**src/rtl/mem_stream_reader.sv**
```systemverilog
// Sequential read-port walker: streams a contiguous address range
// through a 2-entry skid FIFO that hides the memory read latency.
module mem_stream_reader #(
  parameter int ADDR_WIDTH = 5,
  parameter int DATA_WIDTH = 32
) (
  input  logic                  clock,
  input  logic                  reset_n,
  input  logic                  start_valid,
  output logic                  start_ready,
  input  logic [ADDR_WIDTH-1:0] start_addr,
  input  logic [ADDR_WIDTH:0]   start_count,
  output logic [ADDR_WIDTH-1:0] mem_read_addr,
  input  logic [DATA_WIDTH-1:0] mem_read_data,
  output logic                  out_valid,
  input  logic                  out_ready,
  output logic [DATA_WIDTH-1:0] out_data,
  output logic                  out_last,
  output logic                  busy,
  output logic                  done
);

  typedef enum logic [1:0] {
    IDLE  = 2'd0,
    RUN   = 2'd1,
    DRAIN = 2'd2
  } state_t;

  localparam logic [ADDR_WIDTH:0] ONE =
    (ADDR_WIDTH+1)'(1);

  state_t state_q;
  state_t state_d;

  logic [ADDR_WIDTH-1:0] addr_q;
  logic [ADDR_WIDTH:0]   remaining_q;
  logic                  inflight_q;
  logic                  inflight_last_q;
  logic                  busy_q;
  logic                  done_q;

  logic [1:0][DATA_WIDTH-1:0] fifo_data_q;
  logic [1:0]                 fifo_last_q;
  logic                       rd_ptr_q;
  logic                       wr_ptr_q;
  logic [1:0]                 fifo_count_q;

  logic       accept;
  logic       cmd_empty;
  logic       push;
  logic       pop;
  logic [2:0] occ;
  logic       credit;
  logic       issue;
  logic       issue_last;
  logic       last_hs;

  assign out_valid = (fifo_count_q != 2'd0);
  assign out_data  = out_valid ? fifo_data_q[rd_ptr_q]
                               : '0;
  assign out_last  = out_valid & fifo_last_q[rd_ptr_q];

  assign start_ready   = (state_q == IDLE);
  assign mem_read_addr = addr_q;
  assign busy          = busy_q;
  assign done          = done_q;

  assign accept    = start_ready & start_valid;
  assign cmd_empty = (start_count == '0);
  assign push      = inflight_q;
  assign pop       = out_valid & out_ready;
  assign last_hs   = pop & out_last;

  // Words held or on their way, after this cycle's pop.
  assign occ = {1'b0, fifo_count_q}
             + {2'b00, inflight_q}
             - {2'b00, pop};
  assign credit = (occ < 3'd2);

  assign issue = (state_q == RUN)
               & (remaining_q != '0)
               & credit;
  assign issue_last = issue & (remaining_q == ONE);

  always_ff @(posedge clock or negedge reset_n) begin
    if (!reset_n) begin
      state_q <= IDLE;
    end else begin
      state_q <= state_d;
    end
  end

  always_comb begin
    state_d = state_q;
    unique case (state_q)
      IDLE: begin
        if (accept && !cmd_empty) begin
          state_d = RUN;
        end
      end
      RUN: begin
        if (issue_last) begin
          state_d = DRAIN;
        end
      end
      DRAIN: begin
        if (last_hs) begin
          state_d = IDLE;
        end
      end
      default: state_d = IDLE;
    endcase
  end

  always_ff @(posedge clock or negedge reset_n) begin
    if (!reset_n) begin
      addr_q          <= '0;
      remaining_q     <= '0;
      inflight_q      <= 1'b0;
      inflight_last_q <= 1'b0;
    end else begin
      if (accept) begin
        addr_q      <= start_addr;
        remaining_q <= start_count;
      end else if (issue) begin
        addr_q      <= addr_q + 1'b1;
        remaining_q <= remaining_q - ONE;
      end
      inflight_q      <= issue;
      inflight_last_q <= issue_last;
    end
  end

  always_ff @(posedge clock or negedge reset_n) begin
    if (!reset_n) begin
      fifo_data_q  <= '0;
      fifo_last_q  <= '0;
      rd_ptr_q     <= 1'b0;
      wr_ptr_q     <= 1'b0;
      fifo_count_q <= '0;
    end else begin
      if (push) begin
        fifo_data_q[wr_ptr_q] <= mem_read_data;
        fifo_last_q[wr_ptr_q] <= inflight_last_q;
        wr_ptr_q              <= ~wr_ptr_q;
      end
      if (pop) begin
        rd_ptr_q <= ~rd_ptr_q;
      end
      fifo_count_q <= fifo_count_q
                    + {1'b0, push}
                    - {1'b0, pop};
    end
  end

  // An empty command completes on its acceptance edge.
  always_ff @(posedge clock or negedge reset_n) begin
    if (!reset_n) begin
      busy_q <= 1'b0;
      done_q <= 1'b0;
    end else begin
      if (accept) begin
        busy_q <= !cmd_empty;
      end else if (last_hs) begin
        busy_q <= 1'b0;
      end
      done_q <= (accept & cmd_empty)
              | ((state_q == DRAIN) & last_hs);
    end
  end

  a_no_overflow: assert property (
    @(posedge clock) disable iff (!reset_n)
    !(push && !pop && fifo_count_q == 2'd2)
  );

endmodule

```
**config.mk**
```make
export PLATFORM = sky130hd
export DESIGN_NAME = mem_stream_reader
export DESIGN_NICKNAME = d
export VERILOG_FILES = /design/src/rtl/mem_stream_reader.sv
export SDC_FILE = /design/constraint.sdc
export NUM_CORES = 1
export LEC_CHECK = 0
export CORE_UTILIZATION = 50
export DETAILED_ROUTE_END_ITERATION = 7
export GPL_TIMING_DRIVEN = 0
export HOLD_SLACK_MARGIN = 0.06
export MAX_ROUTING_LAYER = met4
export PLACE_DENSITY = 0.79
export SETUP_SLACK_MARGIN = 0.5
export SLEW_MARGIN = 20
export SYNTH_ARGS = -nofsm -noshare
export SYNTH_HDL_FRONTEND = slang
export SYNTH_SLANG_ARGS = --single-unit
```
**constraint.sdc**
```tcl
create_clock -name clock -period 5.8 [get_ports clock]
set_input_delay 1.74 -clock clock [delete_from_list [all_inputs] [get_ports clock]]
set_output_delay 1.74 -clock clock [all_outputs]
set_load 0.01 [all_outputs]
```
* After elaboration in Yosys (flattened, before gate mapping) *
Index checks and enable logic that the tools add are counted.

operators by class
  eq/ne operators = 6
  bitwise operators = 12
  $mul = 0
  $add $sub $neg = 6
  multiplexer cells = 21
  div/mod/pow operators = 0
  shift-type cells = 0
  reduce and logical (&&, ||, !) cells = 10
  order comparisons = 4

operators with widths
  operator               number
  $mux W32               4
  $bwmux W64             1
  $demux W32 S1          1
  $mux W6                2
  $mux W5                2
  $and A1 B1 Y1          9
  $eq A6 B1 Y1 const B   1
  $logic_not A6 Y1       1
  $mux W2                3
  $pmux W2 S3            1
  $reduce_bool A2 Y1     3
  $reduce_bool A6 Y1     1
  $sub A6 B1 Y6 const B  1
  $add A5 B1 Y5 const B  1
  $mux W1                5
  $lt A1 B2 Y1 const B   2
  $ne A2 B2 Y1 const B   2
  $add A2 B1 Y3          1
  $lt A3 B2 Y1 const B   1
  $reduce_and A3 Y1      1
  $sub A3 B1 Y3          1
  $add A2 B1 Y2          1
  $bwmux W2              1
  $eq A2 B1 Y1 const B   1
  other kinds (10)       12

word-level totals
  register bits = 87
  bits in writable memories = 0
  logic and storage cells = 72
  ROM bits = 0
  memories = 0
  input port bits = 47
  bits in latches = 0
  output and inout port bits = 42

* Logic depth before layout (Yosys ltp) *
  word-level depth = 8
  mapped depth = 12
  gate-level depth less buffers = 11

* Worst setup path before layout *
OpenSTA, ideal clock, no wires.

  path type = input -> register
  start = input out_ready
  end = register addr_q[3] (netlist: mem_read_addr[3])
  stages = 10
  setup time = 82 ps
  path buffers = 0
  slack = 1821 ps
  required time = 5718 ps
  arrival time = 3898 ps
  cell sequence = o21ai_0 -> inv_1 -> ha_1 -> inv_1 -> ha_1 -> fa_1 -> nor3b_2 -> o311ai_4 -> or3_1 -> a31oi_1

on the way
  longest elaborated chain between the ends = 5

ends and longest elaborated chain
  element                              line  source
  start: declaration                   16    input logic out_ready,
  $and A1 B1 Y1                        71    assign pop = out_valid & out_ready;
  via pop                              51    logic pop;
  $sub A3 B1 Y3                        77    - {2'b00, pop};
  via occ[1]                           52    logic [2:0] occ;
  $lt A3 B2 Y1                         78    assign credit = (occ < 3'd2);
  $and A1 B1 Y1                        82    & credit;
  $reduce_bool A2 Y1 (no source line)  n/a
  end signal: assignment               123   addr_q <= start_addr;
  end signal: assignment               126   addr_q <= addr_q + 1'b1;
  end: declaration                     35    logic [ADDR_WIDTH-1:0] addr_q;

The timed path passes the listed nets, and every way through them passes these cells.
A chain may end at the register's enable or synchronous reset.

* Worst setup path after layout *
Same ends and word-level chain as after synthesis.

==> summary.md <==
| Metric | Value |
|---|---|
| Run status | finished, final reports clean |
| Core area | 7810 um2 |
| Busiest layer in global routing | met2 |
| CTS Buf Count | 9 |
| Synthesized Nets | 383 |
| Initial DRC Count | 75 |
| Clock transition at path regs | 0.08 ns |
| Post-synth EDFFs | 0 |
| Routed Antenna Nets | 0 |
| Ys Warns | 0 |
| Setup-failing EPs final | 0 |
| RSZ-0062 raised after global routing | no |
| Post-synthesis simple-gate area fraction | 9.50% |
| Post-CTS setup buffer count | 0 |
| Fillers | 608 |
| Peak Freq | 0.231 GHz |
| PortBufs | 88 |
| Total inserted antenna cells | 0 |
| Post-Syn Area | 4070 um2 |
| Grt total ovfl | 0 |
| Synth Area in Compound Gates | 4.37% |
| Initial core utilization | 52.1% |
| CP Capture Type | flip-flop |
| Worst slew pin tran | 0.666 ns |
| Mux share of post-synthesis cell area | 26.6% |
| GRT Util Overall | 21.3% |
| Max-Cap Viols | 0 |
| CP required | 6.07 ns |
| Global-route wire length before repair | 13.7 mm |
| Max-slew violation count | 0 |
| Top-area cell type share of the netlist area | 53.5% |
| Critical path launch point type | input port |
| Nets | 483 |
| #FFs+latches synth | 87 |
| # DRC | 0 |
| IO Pins | 89 |
| Non-filler cells, final | 536 |
| Fin. Hold Viols | 0 |
| Grt met1 use | 27.7% |
| Pin count of the biggest net entering global routing | 53 |
| Seq/Total Area, Yosys | 53.5% |
| Leakage power | 2.30 nW |
| Mapped Cells | 329 |
| Pre-antenna DRT Iters | 4 |
| Top post-synthesis cells by area | dfrtp_1 (54%), mux2_2 (18%), mux2i_1 (8.4%), nor2_1 (3.8%), ha_1 (1.8%) |
| Die ar. | 8500 um2 |
| Via Count | 2833 |
| Cell row count | 32 |
| Skew-Pair Late Insertion Delay | 0.35 ns |
| Met2 Resource Use GR | 33.6% |
| Min cycle time layout | 4.32 ns |
| Post-CTS resize count | 0 |
| Slew margin rel. | 55.6% |
| Synth Flop Type | dfrtp_1 |
| DP Cell Count | 520 |
| Post-DR wirelength/cell | 15.2 um |
| Flop2flop setup slack | 2.68 ns |
| Adder-cell share of the synthesized area | 2.34% |
| Distinct cells, synth | 40 |
| Layout Area Growth over Synthesis | 29.9% |
| Setup TNS | 0 ns |
| Min-delay worst type | flip-flop to flip-flop |
| Total Wirelength | 8.17 mm |
| Fin crit share | 74.5% |
| Share of cells above drive strength 1 | 23.0% |
| Final HPWL DP | 5.76 mm |
| CTS Hold Buffers Added | 0 |
| Antenna violations before repair | 0 |
| Final Util | 67.7% |
| Clk root buf | clkbuf_8 |
| Synth area leader | dfrtp_1 |
| Fraction of registers with async set/reset | 100% |
| Die Span X | 92.2 um |
| Xor and xnor fraction of the mapped netlist area | 0.646% |
| Vias in the first global route | 2869 |
| Largest family of logic cells by synthesized area | multiplexers |
| Crit path kind | input port to flip-flop |
| Worst-path fanout max | 7 |
| Synth Area per Inst | 12.4 um2 |
| Commonest cells after routing, fill and taps aside | dfrtp_1 (87), clkdlybuf4s50_1 (87), mux2_2 (66) |
| Clock Skews | 0.0115 ns |
| Pwr Density | 593 nW/um2 |
| RD Place Congestion | 0.719 |
| Via density | 5.29 |
| Clk buf depth | 2 |
| Critical path arrival | 4.59 ns |
| Sink Count | 87 |
| Met3 usage | 3.98% |
| Die Y | 92.2 um |
| H-Tree Depth | 3 |
| Worst-case vdd ir drop | 0.000289 V |
| CTS tree | yes |
kinds of logic (layout without fill, tap and decap cells):
kind of cell,count (synthesis),count (layout)
flops,87,87
compound gates,20,20
xor+xnor,3,3
mux,100,100
buf+inv,29,134
simple gates,83,83
fa+ha+maj,7,7
registers in the layout, summed over array words and instances (netlist names):
signal,count
fifo_data_q,64
remaining_q,6
mem_read_addr,5
fifo_count_q,2
fifo_last_q,2
state_q,2
busy,1
done,1
inflight_last_q,1
inflight_q,1
rd_ptr_q,1
wr_ptr_q,1
final timing paths:
check / start / depth (start not counted) / to
setup / recovery: out_ready / 11 / mem_read_addr[3]
hold / removal: wr_ptr_q / 1 / wr_ptr_q
setup reg to reg: fifo_count_q[1] / 10 / mem_read_addr[3]
hold reg to reg: wr_ptr_q / 1 / wr_ptr_q
max in group asynchronous: reset_n / 2 / fifo_data_q[25]
min in group asynchronous: reset_n / 1 / fifo_data_q[6]
per-layer routing:
| metal | wire, um | vias up |
|---|---|---|
| met5 | 0 | - |
| met4 | 92 | 0 |
| met3 | 416 | 9 |
| met2 | 3840 | 94 |
| met1 | 3820 | 1377 |
| li1 | - | 1353 |
synth_stat cells (2+ instances only):
library cell / n
nor2_1: 41
nor3_1: 8
nand2_1: 14
a21oi_1: 3
ha_1: 6
nand4_1: 4
mux2i_1: 34
or3_1: 3
xor2_1: 2
nand3_1: 3
a31oi_1: 2
dfrtp_1: 87
clkbuf_1: 9
mux2_2: 66
o21ai_0: 4
buf_1: 4
inv_1: 11
buf_2: 3
nor3b_1: 2
o221a_2: 3
cell type report:
| type | instances | area, um2 | share of cell area (%) |
|---|---|---|---|
| multi-input cells | 213 | 1770 | 33.5 |
| inverters | 12 | 47.5 | 0.899 |
| well taps | 102 | 128 | 2.41 |
| clock inverters | 5 | 40.0 | 0.757 |
| plain buffers | 17 | 75.1 | 1.42 |
| clock buffers | 11 | 151 | 2.86 |
| repair buffers | 89 | 898 | 17.0 |
| flip-flops and latches | 87 | 2180 | 41.2 |
report_power, final:
| part | internal [mW] | switching, mW | total [mW] |
|---|---|---|---|
| sequential | 0.905 | 0.181 | 1.09 |
| combinational | 0.921 | 0.729 | 1.65 |
| clock | 0.181 | 0.221 | 0.402 |
critical path, stage by stage:
cell and delay (ns):
clkdlybuf4s50_1 0.41, o21ai_0 0.17, inv_1 0.08, ha_1 0.29, inv_1 0.04, ha_1 0.18
fa_1 0.48, nor3b_2 0.36, o311ai_4 0.26, or3_1 0.40, a31oi_1 0.17
metrics by stage:
step	hold WS, ns	setup WS [ns]	power, mW	instance area, um2
after CTS	0.495	1.46	3.17	5290
final	0.493	1.48	3.14	5290
after global routing	0.525	1.33	3.36	5290
after detailed placement	0.480	1.09	2.76	5090
after global placement	0.479	-0.122	2.70	5080
after floorplan	0.456	1.82	2.08	4070
No activity file was read; power rests on OpenSTA's default activity.
